File: config.mk
export PLATFORM = sky130hd
export DESIGN_NAME = exec_dispatcher_flat
export DESIGN_NICKNAME = d
export VERILOG_FILES = /design/src/rtl/exec_dispatcher_pkg.sv /design/src/rtl/exec_dispatcher_if.sv /design/src/rtl/exec_dispatcher_fifo.sv /design/src/rtl/exec_dispatcher.sv /design/src/flat_wrapper.sv
export SDC_FILE = /design/constraint.sdc
export NUM_CORES = 1
export LEC_CHECK = 0
export ABC_CLOCK_PERIOD_IN_PS = 3700
export CELL_PAD_IN_SITES_DETAIL_PLACEMENT = 1
export CELL_PAD_IN_SITES_GLOBAL_PLACEMENT = 2
export CORE_MARGIN = 1
export CORE_UTILIZATION = 42
export CTS_CLUSTER_SIZE = 8
export DETAILED_ROUTE_END_ITERATION = 7
export PLACE_DENSITY = 0.75
export SYNTH_ARGS = -nofsm -noshare
export SYNTH_HDL_FRONTEND = slang
export SYNTH_HIERARCHICAL = 1
export SYNTH_SLANG_ARGS = --single-unit
export TNS_END_PERCENT = 5
File: constraint.sdc
create_clock -name clk -period 3.7 [get_ports clk]
set_clock_uncertainty 0.2 [all_clocks]
set_input_delay 0.74 -clock clk [delete_from_list [all_inputs] [get_ports clk]]
set_output_delay 0.74 -clock clk [all_outputs]
set_load 0.03 [all_outputs]
File: src/rtl/exec_dispatcher_pkg.sv
`default_nettype none
// ============================================================================
//  Module      : exec_pkg
//  Description : Shared types for the packet-execution dispatcher: per-lane
//                state, dispatcher FSM state and the job descriptor.
//  Revision    : 1.0 - initial release
// ============================================================================
package exec_pkg;

    // Descriptor field widths. The dispatcher's ADDR_W / TAG_W parameters
    // default to these and must stay equal to them.
    localparam int DESC_ADDR_W = 16;
    localparam int DESC_TAG_W  = 4;

    typedef enum logic [1:0] {
        LANE_IDLE = 2'd0,
        LANE_BUSY = 2'd1,
        LANE_DONE = 2'd2
    } lane_state_t;

    typedef enum logic [1:0] {
        DISP_RUN   = 2'd0,
        DISP_DRAIN = 2'd1,
        DISP_LOAD  = 2'd2
    } disp_state_t;

    typedef struct packed {
        logic [DESC_ADDR_W-1:0] op_start;
        logic [DESC_TAG_W-1:0]  tag;
    } desc_t;

    // Width of a lane index; a single lane still needs one bit.
    function automatic int lane_idx_w(input int n);
        return (n > 1) ? $clog2(n) : 1;
    endfunction

endpackage
`default_nettype wire

File: src/rtl/exec_dispatcher_if.sv
`default_nettype none
// ============================================================================
//  Module      : exec_dispatcher_if
//  Description : Request, lane, completion and reconfiguration signals of the
//                dispatcher. 'slave' is the dispatcher side, 'master' is the
//                parser / executor-array side.
//  Revision    : 1.0 - initial release
// ============================================================================
interface exec_dispatcher_if #(
    parameter int NUM_LANES = 2,
    parameter int ADDR_W    = 16,
    parameter int TAG_W     = 4,
    parameter int LANE_W    = (NUM_LANES > 1) ? $clog2(NUM_LANES) : 1
);
    // descriptor request
    logic                 req_valid_i;
    logic                 req_ready_o;
    logic [ADDR_W-1:0]    req_op_start_i;
    logic [TAG_W-1:0]     req_tag_i;
    // executor lanes
    logic [NUM_LANES-1:0] lane_start_o;
    logic [ADDR_W-1:0]    lane_op_start_o;
    logic [TAG_W-1:0]     lane_tag_o;
    logic [NUM_LANES-1:0] lane_done_i;
    // completion report
    logic                 done_valid_o;
    logic [LANE_W-1:0]    done_lane_o;
    logic [TAG_W-1:0]     done_tag_o;
    // op-table reconfiguration
    logic                 cfg_req_i;
    logic                 cfg_busy_o;
    logic                 mod_start_o;

    modport slave (
        input  req_valid_i, req_op_start_i, req_tag_i, lane_done_i, cfg_req_i,
        output req_ready_o, lane_start_o, lane_op_start_o, lane_tag_o,
               done_valid_o, done_lane_o, done_tag_o, cfg_busy_o, mod_start_o
    );

    modport master (
        output req_valid_i, req_op_start_i, req_tag_i, lane_done_i, cfg_req_i,
        input  req_ready_o, lane_start_o, lane_op_start_o, lane_tag_o,
               done_valid_o, done_lane_o, done_tag_o, cfg_busy_o, mod_start_o
    );
endinterface
`default_nettype wire

File: src/rtl/exec_dispatcher_fifo.sv
`default_nettype none
// ============================================================================
//  Module      : desc_fifo
//  Description : Synchronous descriptor FIFO, first-in first-out.
//                Ports: clk, rst (async, active-low), push/push_data,
//                pop/head, full, empty, count (occupancy).
//                Push while full and pop while empty are ignored.
//  Revision    : 1.0 - initial release
// ============================================================================
module desc_fifo
    import exec_pkg::*;
#(
    parameter int DEPTH = 4
) (
    input  wire logic                   clk,
    input  wire logic                   rst,
    input  wire logic                   push,
    input  wire desc_t                  push_data,
    input  wire logic                   pop,
    output desc_t                       head,
    output logic                        full,
    output logic                        empty,
    output logic [$clog2(DEPTH):0]      count
);
    localparam int c_PTR_W = (DEPTH > 1) ? $clog2(DEPTH) : 1;
    localparam int c_CNT_W = $clog2(DEPTH) + 1;

    desc_t              r_mem [DEPTH];
    logic [c_PTR_W-1:0] r_wr_ptr;
    logic [c_PTR_W-1:0] r_rd_ptr;
    logic [c_CNT_W-1:0] r_count;
    logic               w_do_push;
    logic               w_do_pop;

    assign full      = (r_count == c_CNT_W'(DEPTH));
    assign empty     = (r_count == '0);
    assign count     = r_count;
    assign head      = r_mem[r_rd_ptr];
    assign w_do_push = push && !full;
    assign w_do_pop  = pop && !empty;

    // Storage carries no reset; only the pointers define validity.
    always_ff @(posedge clk) begin
        if (w_do_push) begin
            r_mem[r_wr_ptr] <= push_data;
        end
    end

    always_ff @(posedge clk or negedge rst) begin
        if (!rst) begin
            r_wr_ptr <= '0;
            r_rd_ptr <= '0;
            r_count  <= '0;
        end else begin
            if (w_do_push) begin
                r_wr_ptr <= (r_wr_ptr == c_PTR_W'(DEPTH - 1)) ? '0 : r_wr_ptr + 1'b1;
            end
            if (w_do_pop) begin
                r_rd_ptr <= (r_rd_ptr == c_PTR_W'(DEPTH - 1)) ? '0 : r_rd_ptr + 1'b1;
            end
            case ({w_do_push, w_do_pop})
                2'b10:   r_count <= r_count + 1'b1;
                2'b01:   r_count <= r_count - 1'b1;
                default: r_count <= r_count;
            endcase
        end
    end
endmodule
`default_nettype wire

File: src/rtl/exec_dispatcher.sv
`default_nettype none
// ============================================================================
//  Module      : exec_dispatcher
//  Description : Buffers execution descriptors and dispatches them round-robin
//                to idle executor lanes, serialises lane completions into one
//                report per cycle, and sequences op-table reconfiguration
//                (drain all lanes, then pulse mod_start to every executor).
//                Ports: clk, rst (async, active-low), bus (slave modport):
//                req_* descriptor handshake, lane_* start/done per executor,
//                done_* completion report, cfg_req/cfg_busy/mod_start.
//  Revision    : 1.0 - initial release
// ============================================================================
module exec_dispatcher
    import exec_pkg::*;
#(
    parameter int NUM_LANES = 2,
    parameter int QDEPTH    = 4,
    parameter int ADDR_W    = DESC_ADDR_W,
    parameter int TAG_W     = DESC_TAG_W
) (
    input  wire logic         clk,
    input  wire logic         rst,
    exec_dispatcher_if.slave  bus
);
    localparam int c_LANE_W = lane_idx_w(NUM_LANES);
    localparam int c_CNT_W  = $clog2(QDEPTH) + 1;

    // FIFO side
    desc_t                  w_push_desc;
    desc_t                  w_head;
    logic                   w_push;
    logic                   w_pop;
    logic                   w_full;
    logic                   w_empty;
    logic [c_CNT_W-1:0]     w_count;
    logic [c_CNT_W-1:0]     w_count_next;
    logic                   r_req_ready;

    // lanes
    lane_state_t            r_lane_state [NUM_LANES];
    logic [TAG_W-1:0]       r_lane_tag   [NUM_LANES];
    logic [c_LANE_W-1:0]    r_rr_ptr;
    logic [c_LANE_W-1:0]    w_grant;
    logic [c_LANE_W-1:0]    w_rr_next;
    logic                   w_any_idle;
    logic                   w_all_idle;
    logic                   w_rpt_valid;
    logic [c_LANE_W-1:0]    w_rpt_lane;
    logic                   w_dispatch;

    // FSM
    disp_state_t            r_state;
    disp_state_t            w_state_next;
    logic                   w_cfg_busy_next;
    logic                   w_mod_start_next;

    // registered outputs
    logic [NUM_LANES-1:0]   r_lane_start;
    logic [ADDR_W-1:0]      r_lane_op_start;
    logic [TAG_W-1:0]       r_lane_tag_out;
    logic                   r_done_valid;
    logic [c_LANE_W-1:0]    r_done_lane;
    logic [TAG_W-1:0]       r_done_tag;
    logic                   r_cfg_busy;
    logic                   r_mod_start;

    // ------------------------------------------------------------------
    // Descriptor FIFO
    // ------------------------------------------------------------------
    assign w_push_desc.op_start = bus.req_op_start_i;
    assign w_push_desc.tag      = bus.req_tag_i;
    // Ready is registered, so it already excludes a full FIFO; the full
    // term only guards against a ready/full disagreement.
    assign w_push = bus.req_valid_i && r_req_ready && !w_full;
    assign w_pop  = w_dispatch;

    desc_fifo #(
        .DEPTH      (QDEPTH)
    ) u_fifo (
        .clk        (clk),
        .rst        (rst),
        .push       (w_push),
        .push_data  (w_push_desc),
        .pop        (w_pop),
        .head       (w_head),
        .full       (w_full),
        .empty      (w_empty),
        .count      (w_count)
    );

    // Occupancy after this edge; ready tracks it so a pop on a full FIFO
    // frees a slot only from the following cycle.
    always_comb begin
        w_count_next = w_count;
        case ({w_push, w_pop})
            2'b10:   w_count_next = w_count + 1'b1;
            2'b01:   w_count_next = w_count - 1'b1;
            default: w_count_next = w_count;
        endcase
    end

    // ------------------------------------------------------------------
    // Round-robin grant: first IDLE lane at or above r_rr_ptr, wrapping.
    // ------------------------------------------------------------------
    always_comb begin
        logic [c_LANE_W-1:0] v_sel;
        v_sel      = '0;
        w_any_idle = 1'b0;
        w_grant    = '0;
        for (int i = 0; i < NUM_LANES; i++) begin
            v_sel = c_LANE_W'((int'(r_rr_ptr) + i) % NUM_LANES);
            if (!w_any_idle && (r_lane_state[v_sel] == LANE_IDLE)) begin
                w_any_idle = 1'b1;
                w_grant    = v_sel;
            end
        end
        w_rr_next = (int'(w_grant) == NUM_LANES - 1) ? '0 : w_grant + 1'b1;
    end

    // ------------------------------------------------------------------
    // Completion picker: lowest-index DONE lane; descending scan keeps the
    // last (lowest) hit.
    // ------------------------------------------------------------------
    always_comb begin
        w_rpt_valid = 1'b0;
        w_rpt_lane  = '0;
        w_all_idle  = 1'b1;
        for (int i = NUM_LANES - 1; i >= 0; i--) begin
            if (r_lane_state[i] != LANE_IDLE) begin
                w_all_idle = 1'b0;
            end
            if (r_lane_state[i] == LANE_DONE) begin
                w_rpt_valid = 1'b1;
                w_rpt_lane  = c_LANE_W'(i);
            end
        end
    end

    // ------------------------------------------------------------------
    // Reconfiguration FSM. A cfg request in RUN takes priority over a
    // dispatch in the same cycle.
    // ------------------------------------------------------------------
    always_ff @(posedge clk or negedge rst) begin
        if (!rst) begin
            r_state <= DISP_RUN;
        end else begin
            r_state <= w_state_next;
        end
    end

    always_comb begin
        w_state_next     = r_state;
        w_cfg_busy_next  = r_cfg_busy;
        w_mod_start_next = 1'b0;
        w_dispatch       = 1'b0;
        case (r_state)
            DISP_RUN: begin
                if (bus.cfg_req_i) begin
                    w_state_next    = DISP_DRAIN;
                    w_cfg_busy_next = 1'b1;
                end else begin
                    w_dispatch = !w_empty && w_any_idle;
                end
            end
            DISP_DRAIN: begin
                if (w_all_idle) begin
                    w_state_next = DISP_LOAD;
                end
            end
            DISP_LOAD: begin
                w_mod_start_next = 1'b1;
                w_cfg_busy_next  = 1'b0;
                w_state_next     = DISP_RUN;
            end
            default: begin
                w_state_next = DISP_RUN;
            end
        endcase
    end

    // ------------------------------------------------------------------
    // Per-lane state and tag. A done pulse only matters on a BUSY lane.
    // ------------------------------------------------------------------
    always_ff @(posedge clk or negedge rst) begin
        if (!rst) begin
            for (int i = 0; i < NUM_LANES; i++) begin
                r_lane_state[i] <= LANE_IDLE;
                r_lane_tag[i]   <= '0;
            end
        end else begin
            for (int i = 0; i < NUM_LANES; i++) begin
                case (r_lane_state[i])
                    LANE_IDLE: begin
                        if (w_dispatch && (w_grant == c_LANE_W'(i))) begin
                            r_lane_state[i] <= LANE_BUSY;
                            r_lane_tag[i]   <= w_head.tag;
                        end
                    end
                    LANE_BUSY: begin
                        if (bus.lane_done_i[i]) begin
                            r_lane_state[i] <= LANE_DONE;
                        end
                    end
                    LANE_DONE: begin
                        if (w_rpt_valid && (w_rpt_lane == c_LANE_W'(i))) begin
                            r_lane_state[i] <= LANE_IDLE;
                        end
                    end
                    default: begin
                        r_lane_state[i] <= LANE_IDLE;
                    end
                endcase
            end
        end
    end

    // ------------------------------------------------------------------
    // Registered outputs
    // ------------------------------------------------------------------
    always_ff @(posedge clk or negedge rst) begin
        if (!rst) begin
            r_req_ready     <= 1'b0;
            r_rr_ptr        <= '0;
            r_lane_start    <= '0;
            r_lane_op_start <= '0;
            r_lane_tag_out  <= '0;
            r_done_valid    <= 1'b0;
            r_done_lane     <= '0;
            r_done_tag      <= '0;
            r_cfg_busy      <= 1'b0;
            r_mod_start     <= 1'b0;
        end else begin
            r_req_ready  <= (w_count_next != c_CNT_W'(QDEPTH));
            r_lane_start <= w_dispatch ? (NUM_LANES'(1) << w_grant) : '0;
            if (w_dispatch) begin
                r_lane_op_start <= w_head.op_start;
                r_lane_tag_out  <= w_head.tag;
                r_rr_ptr        <= w_rr_next;
            end
            r_done_valid <= w_rpt_valid;
            if (w_rpt_valid) begin
                r_done_lane <= w_rpt_lane;
                r_done_tag  <= r_lane_tag[w_rpt_lane];
            end
            r_cfg_busy  <= w_cfg_busy_next;
            r_mod_start <= w_mod_start_next;
        end
    end

    assign bus.req_ready_o     = r_req_ready;
    assign bus.lane_start_o    = r_lane_start;
    assign bus.lane_op_start_o = r_lane_op_start;
    assign bus.lane_tag_o      = r_lane_tag_out;
    assign bus.done_valid_o    = r_done_valid;
    assign bus.done_lane_o     = r_done_lane;
    assign bus.done_tag_o      = r_done_tag;
    assign bus.cfg_busy_o      = r_cfg_busy;
    assign bus.mod_start_o     = r_mod_start;
endmodule
`default_nettype wire

File: src/flat_wrapper.sv
// flat-port wrapper written by rule: the top's interface ports become plain ports
module exec_dispatcher_flat import exec_pkg::*;
#(
    parameter int NUM_LANES = 2,
    parameter int QDEPTH    = 4,
    parameter int ADDR_W    = DESC_ADDR_W,
    parameter int TAG_W     = DESC_TAG_W
)
  (clk, rst, bus_req_valid_i, bus_req_op_start_i, bus_req_tag_i, bus_lane_done_i, bus_cfg_req_i, bus_req_ready_o, bus_lane_start_o, bus_lane_op_start_o, bus_lane_tag_o, bus_done_valid_o, bus_done_lane_o, bus_done_tag_o, bus_cfg_busy_o, bus_mod_start_o);
  exec_dispatcher_if #(.NUM_LANES(NUM_LANES), .ADDR_W(ADDR_W), .TAG_W(TAG_W)) bus_i ();
  input  wire logic clk;
  input  wire logic rst;
  input wire logic [$bits(bus_i.req_valid_i)-1:0] bus_req_valid_i;
  input wire logic [$bits(bus_i.req_op_start_i)-1:0] bus_req_op_start_i;
  input wire logic [$bits(bus_i.req_tag_i)-1:0] bus_req_tag_i;
  input wire logic [$bits(bus_i.lane_done_i)-1:0] bus_lane_done_i;
  input wire logic [$bits(bus_i.cfg_req_i)-1:0] bus_cfg_req_i;
  output wire logic [$bits(bus_i.req_ready_o)-1:0] bus_req_ready_o;
  output wire logic [$bits(bus_i.lane_start_o)-1:0] bus_lane_start_o;
  output wire logic [$bits(bus_i.lane_op_start_o)-1:0] bus_lane_op_start_o;
  output wire logic [$bits(bus_i.lane_tag_o)-1:0] bus_lane_tag_o;
  output wire logic [$bits(bus_i.done_valid_o)-1:0] bus_done_valid_o;
  output wire logic [$bits(bus_i.done_lane_o)-1:0] bus_done_lane_o;
  output wire logic [$bits(bus_i.done_tag_o)-1:0] bus_done_tag_o;
  output wire logic [$bits(bus_i.cfg_busy_o)-1:0] bus_cfg_busy_o;
  output wire logic [$bits(bus_i.mod_start_o)-1:0] bus_mod_start_o;
  assign bus_i.req_valid_i = bus_req_valid_i;
  assign bus_i.req_op_start_i = bus_req_op_start_i;
  assign bus_i.req_tag_i = bus_req_tag_i;
  assign bus_i.lane_done_i = bus_lane_done_i;
  assign bus_i.cfg_req_i = bus_cfg_req_i;
  assign bus_req_ready_o = bus_i.req_ready_o;
  assign bus_lane_start_o = bus_i.lane_start_o;
  assign bus_lane_op_start_o = bus_i.lane_op_start_o;
  assign bus_lane_tag_o = bus_i.lane_tag_o;
  assign bus_done_valid_o = bus_i.done_valid_o;
  assign bus_done_lane_o = bus_i.done_lane_o;
  assign bus_done_tag_o = bus_i.done_tag_o;
  assign bus_cfg_busy_o = bus_i.cfg_busy_o;
  assign bus_mod_start_o = bus_i.mod_start_o;
  exec_dispatcher #(.NUM_LANES(NUM_LANES), .QDEPTH(QDEPTH), .ADDR_W(ADDR_W), .TAG_W(TAG_W)) u_core (.clk(clk), .rst(rst), .bus(bus_i));
endmodule
# After elaboration in Yosys (flattened, before gate mapping)
# Memories as Yosys holds them, arrays and structs flattened.
# Index checks and enable logic that the tools add are counted.
# totals
ramBits	80
memories	1
output_inout_bits	31
inputBits	26
regBits	53
elab_cells	127
# classes
muxes	42
shifts	1
order_cmp	3
n_bitwise	5
addsub	6
n_eq_ne	22
n_reduce_logical	29
# mem_list
memory	depth	width	read_ports	rd_ports_with_merged_regs	write_ports	line_no	rtl
u_core.u_fifo.r_mem	4	20	1	0	1	exec_dispatcher_fifo.sv:28	desc_t r_mem [DEPTH];
# op_table
cell	count
2-bit 2-to-1 mux	17
1-bit 2-to-1 mux	16
2-bit equality test (second input constant)	7
4-bit 2-to-1 mux	3
2-bit one-hot mux with 3 select lines	2
3-bit one-hot mux with 2 select lines	2
2-bit by 1-bit equality test with 1-bit output (second input constant)	5
1-bit logical AND	10
2-bit zero test	5
2-bit != test (second input constant)	5
2-bit AND reduction	4
2-bit nonzero test	4
2-bit >= comparator (second input constant)	3
2-bit by 1-bit != test with 1-bit output (second input constant)	3
1-bit inverter with 2-bit output	3
3-bit AND reduction	2
2-bit by 1-bit adder with 2-bit output (second input constant)	2
2-bit one-hot mux with 2 select lines	1
3-bit by 1-bit adder with 3-bit output (second input constant)	1
3-bit equality test (second input constant)	1
1-bit zero test	3
3-bit zero test	1
3-bit != test (second input constant)	1
3-bit by 1-bit subtractor with 3-bit output (second input constant)	1
4 further kinds	6

# Longest topological paths before layout
# depth
word_depth	15
mapped_depth	13
mapped_depth_nobuf	12

# Cells and area by module
# Netlist, hierarchy kept.
# by_module_without_submodules
mod	seq_area_each_um2	area_each_um2	cells_per_inst	n_inst
desc_fifo	2577.5	3375.7	144	1
exec_dispatcher	1151.1	1926.8	131	1

# Worst setup path before layout
# No wires, ideal clock.
# synth_timing
path_type	input port to flip-flop
from	input port bus_cfg_req_i
to	register u_core.u_fifo.r_count[2] (netlist: u_core/u_fifo/count[2])
path_stages	12
setup_ns	0.079
slack_ns	0.893
path_buffers	1
t_arrival_ns	2.528
required_time_ns	3.421
cell_sequence	nor4_4 o21ai_2 buf_6 inv_1 nand2b_4 inv_1 ha_1 inv_1 fa_1 xor2_1 nor2_1 xor2_1
# synth_via
elab_chain_cells	5
word_cells_on_any_way	7
classes_between	eq/ne (2); mux (3); reduce/logical (2)
# synth_rtl
element	line_no	rtl
start, declared	flat_wrapper.sv:17	input wire logic [$bits(bus_i.cfg_req_i)-1:0] bus_cfg_req_i;
1-bit 2-to-1 mux (*)	exec_dispatcher.sv:158	if (bus.cfg_req_i) begin
1-bit 2-to-1 mux (*)	exec_dispatcher.sv:156	case (r_state)
named net u_core.w_dispatch	exec_dispatcher.sv:49	logic w_dispatch;
1-bit logical AND (*)	exec_dispatcher_fifo.sv:40	assign w_do_pop = pop && !empty;
named net u_core.u_fifo.w_do_pop	exec_dispatcher_fifo.sv:33	logic w_do_pop;
2-bit by 1-bit equality test with 1-bit output / 2-bit equality test (equally long branches)	exec_dispatcher_fifo.sv:61	case ({w_do_push, w_do_pop})
3-bit one-hot mux with 2 select lines / 2-bit nonzero test (equally long branches)	n/a	
end signal, assigned	exec_dispatcher_fifo.sv:62	2'b10: r_count <= r_count + 1'b1;
end signal, assigned	exec_dispatcher_fifo.sv:63	2'b01: r_count <= r_count - 1'b1;
end signal, assigned	exec_dispatcher_fifo.sv:64	default: r_count <= r_count;
end, declared	exec_dispatcher_fifo.sv:31	logic [c_CNT_W-1:0] r_count;
# Mark *: on every way through the listed nets, which the timed path passes. The rest lies on a longest branch.
# A chain may end at the register's enable or synchronous reset.

# Worst setup path in the final report
# Same ends and word-level chain as after synthesis.

==> impl_summary.txt <==
----------------------------------------------------
[Power]
  Pleak ... 2.562 nW
  Power density over cell area ... 903.0 nW/um^2
  Worst vdd ir ... 384.7 uV

[Drt]
  Routed WL ... 9432 um
  First DRT Iteration DRCs ... 115
  Detailed-route vias per instance ... 4.888
  Number of optimization iterations in the first detailed-route pass ... 4
  Number of design rule violations left after detail routing ... 0
  Vias ... 2566
  Post-route antenna net violation count ... 0
  Avg WL per Cell ... 17.97 um

[Clock tree]
  CTS buffer count ... 17
  Post-CTS setup buffers ... 0
  Clock tree from TritonCTS ... yes
  Maximum level of the CTS H-tree ... 4
  Cell at the root of the clock tree ... sky130_fd_sc_hd__clkbuf_16
  Worst-Skew Late Latency ... 410 ps
  Resize count post-CTS ... 0
  Longest Clk Path Bufs ... 2
  Clock input transition at the sequential cells of the worst setup and hold paths ... 50 ps
  Hold-fix buffers at CTS ... 0
  Clock Sink Count ... 133

[Logic synthesis]
  Sequential share of the synthesized area ... 70.32%
  Mean Syn Cell Area ... 19.28 um^2
  Synthesis Warnings ... 6
  Total of flip-flops plus latches after synthesis ... 133
  Prevailing post-synth register cell ... sky130_fd_sc_hd__edfxtp_1
  Cells after synthesis ... 275
  Cell accounting for the most synthesized area ... sky130_fd_sc_hd__edfxtp_1
  Fraction of synthesis flops using an asynchronous set or reset pin ... 39.85%
  Cell area after synthesis ... 5303 um^2
  Distinct cell type count after synthesis ... 40
  Synthesized netlist net count ... 310
  Number of enable-type register cells in the synthesized netlist ... 80
  Share of the synthesized area in the top cell type ... 45.30%
  Leading post-synthesis cells by cell area ... sky130_fd_sc_hd__edfxtp_1 (45%), sky130_fd_sc_hd__dfrtp_1 (25%), sky130_fd_sc_hd__mux4_2 (7.6%)

[Setup path]
  Category of the worst setup path capture point ... flop
  Arrival @ worst endpoint ... 3030 ps
  Startpoint type of the worst setup path ... input pin
  Flop2flop setup slack ... 930 ps
  Required arrival time at the worst endpoint ... 3830 ps
  Largest fanout of any net on the critical path ... 3
  WS Path Type ... input pin to flop
  Source of the worst register-to-register timing path ... u_core/u_fifo/count[0]
  Reg-to-reg endpoint ... u_core/u_fifo/count[2]
  Worst reg2reg path depth ... 12

[Finish]
  Fill count ... 1134
  Post-layout net count ... 379
  Utilization after layout ... 53.80%
  Area growth syn-to-layout ... 23.38%
  ANT cells ... 0
  Final Instance Count excl. Fillers ... 525
  Fraction of layout instances using a drive strength above 1 ... 24.37%

[STA]
  Shortest period the worst path allows ... 2904 ps
  Minimum setup slack in the final design ... 796.2 ps
  Worst hold-check slack ... 245.7 ps
  RSZ-0062 raised after global routing ... no
  Final Cycle Share ... 78.48%
  Setup violators final ... 0
  Max-slew violation total from the final report ... 0
  Headroom to the max-slew limit ... 31.28%
  Setup total negative slack ... 0 ps
  Final Hold Fails ... 0
  Highest achievable clock rate ... 344.4 MHz
  Slew at the pin closest to its max-slew limit ... 1031 ps

[Placed design]
  Gp weighted congestion ... 0.6514
  HPWL reported at the end of detailed placement ... 5820 um
  Total of buffers placed on input and output ports ... 56
  Number of instances in the placed design ... 493
  Setup WS pre-CTS ... 378.6 ps

[Global route]
  Overall overflow remaining after global route ... 0
  Antenna violations before repair ... 0
  Via count of the first global-routing pass ... 2860
  Global-route usage over all layers ... 16.54%
  Largest net degree at the start of global routing ... 37
  Wire length of the first global-routing pass ... 15260 um

[Floorplan]
  Horiz. Die Dim ... 114.4 um
  Number of top-level pins ... 57
  Site row count ... 40
  Initial Utilization ... 43.60%
  Die outline area ... 13080 um^2
  Floorplan core area ... 12160 um^2
  DIE HEIGHT ... 114.4 um

[Run]
  Count of max-cap constraint violations ... 0

[Run status]
  Outcome ... finished clean

[Min path]
  Worst Hold Class ... input pin to async pin

----------------------------------------------------
-- per-stage QoR --
| stage | cell area (um^2) | power (W) |
|---|---|---|
| detailed placement | 6031 | 0.004503 |
| finish | 6543 | 0.005908 |
| floorplan | 5303 | 0.003817 |
| global placement | 6031 | 0.004442 |
| CTS | 6543 | 0.006004 |
| global route | 6543 | 0.006235 |
-- cells in the final DEF (no fill, tap or decap), types with 2 or more instances in the layout --
cell                              Yosys  routed
sky130_fd_sc_hd__nand2_1              3       3
sky130_fd_sc_hd__fa_1                 2       2
sky130_fd_sc_hd__mux2_2              12      12
sky130_fd_sc_hd__dfrtp_1             53      53
sky130_fd_sc_hd__nor2_1              12      12
sky130_fd_sc_hd__mux4_2              18      18
sky130_fd_sc_hd__clkinv_2             0       3
sky130_fd_sc_hd__clkbuf_16            0      17
sky130_fd_sc_hd__buf_4                0       3
sky130_fd_sc_hd__mux4_1               2       2
sky130_fd_sc_hd__nand2b_1             4       4
sky130_fd_sc_hd__mux2_4              20      20
sky130_fd_sc_hd__clkbuf_1             2       6
sky130_fd_sc_hd__inv_1               15      15
sky130_fd_sc_hd__ha_1                 7       7
sky130_fd_sc_hd__clkinv_1             0       5
sky130_fd_sc_hd__and2_2               4       4
sky130_fd_sc_hd__xor2_1               2       2
sky130_fd_sc_hd__a21oi_1              6       6
sky130_fd_sc_hd__clkdlybuf4s50_1      0      55
sky130_fd_sc_hd__mux2i_1              5       5
sky130_fd_sc_hd__edfxtp_1            80      80
-- how the worst max path moves through the flow --
stage                       start                      to  slack (ps)  cells after the start
floorplan           bus_cfg_req_i  u_core/u_fifo/count[2]         890                     12
global placement    bus_cfg_req_i  u_core/u_fifo/count[2]         450                     12
detailed placement  bus_cfg_req_i  u_core/u_fifo/count[2]         380                     12
CTS                 bus_cfg_req_i  u_core/u_fifo/count[2]         820                     12
global route        bus_cfg_req_i  u_core/u_fifo/count[2]         660                     12
finish              bus_cfg_req_i  u_core/u_fifo/count[2]         800                     12
-- sequential cells by signal (all words and copies together), names as in the netlist --
register                    cells
u_core/u_fifo/r_mem            80
u_core/bus.lane_op_start_o     16
u_core/r_lane_tag               8
u_core/bus.done_tag_o           4
u_core/bus.lane_tag_o           4
u_core/r_lane_state             4
u_core/u_fifo/count             3
u_core/bus.lane_start_o         2
u_core/r_state                  2
u_core/u_fifo/r_rd_ptr          2
u_core/u_fifo/r_wr_ptr          2
u_core/bus.cfg_busy_o           1
u_core/bus.done_lane_o          1
u_core/bus.done_valid_o         1
u_core/bus.mod_start_o          1
u_core/bus.req_ready_o          1
u_core/r_rr_ptr                 1
-- logic make-up after synthesis --
family | share of synthesized area (%)
AND/OR/NAND/NOR | 4.200
AO/OA/AOI/OAI | 2.030
flip-flops | 70.32
multiplexers | 17.79
XOR/XNOR | 0.9203
adder cells (fa/ha/maj) | 2.407
buffers and inverters | 2.336
-- report_power, final --
part           internal [W]  switching [W]
logic               0.00107        0.00103
registers           0.00206       0.000288
clock network      0.000906       0.000557
-- metal layers --
| layer | wire [um] | vias to the layer above | global-route usage [%] | part of all wire, % |
|---|---|---|---|---|
| met4 | 118 | 0 | 6.753 | 1.3 |
| met3 | 416 | 9 | 6.406 | 4.4 |
| met1 | 4222 | 1320 | 20.44 | 45 |
| met5 | 0 | - | 0 | 0 |
| met2 | 4674 | 55 | 26.18 | 50 |
| li1 | - | 1182 | - | - |
-- critical path, cell delays in order --
cell,delay (ps)
sky130_fd_sc_hd__clkdlybuf4s50_1,480
sky130_fd_sc_hd__nor4_4,420
sky130_fd_sc_hd__o21ai_4,100
sky130_fd_sc_hd__inv_1,120
sky130_fd_sc_hd__nand2b_4,70
sky130_fd_sc_hd__inv_1,60
sky130_fd_sc_hd__ha_1,180
sky130_fd_sc_hd__inv_1,60
sky130_fd_sc_hd__fa_1,370
sky130_fd_sc_hd__xor2_1,150
sky130_fd_sc_hd__nor2_1,120
sky130_fd_sc_hd__xor2_1,170
-- synth_stat cells, types with 2 or more instances --
cell,count
sky130_fd_sc_hd__a21oi_1,6
sky130_fd_sc_hd__edfxtp_1,80
sky130_fd_sc_hd__mux4_2,18
sky130_fd_sc_hd__fa_1,2
sky130_fd_sc_hd__mux2_4,20
sky130_fd_sc_hd__buf_2,3
sky130_fd_sc_hd__dfrtp_1,53
sky130_fd_sc_hd__inv_1,15
sky130_fd_sc_hd__mux4_1,2
sky130_fd_sc_hd__nand2_1,3
sky130_fd_sc_hd__clkbuf_1,2
sky130_fd_sc_hd__buf_6,4
sky130_fd_sc_hd__and2_2,4
sky130_fd_sc_hd__nor2_1,12
sky130_fd_sc_hd__mux2_2,12
sky130_fd_sc_hd__mux2i_1,5
sky130_fd_sc_hd__xor2_1,2
sky130_fd_sc_hd__nand2b_1,4
sky130_fd_sc_hd__ha_1,7
-- final cells by class --
| type | instances | area (um^2) | area share (%) |
|---|---|---|---|
| Sequential cell | 133 | 3729 | 56.99 |
| Multi-Input combinational cell | 118 | 1458 | 22.28 |
| Timing Repair Buffer | 59 | 578.1 | 8.835 |
| Clock buffer | 23 | 447.9 | 6.846 |
| Tap cell | 168 | 210.2 | 3.213 |
| Clock inverter | 9 | 63.81 | 0.9753 |
| Inverter | 15 | 56.30 | 0.8606 |
No activity file was read; power rests on OpenSTA's default activity.
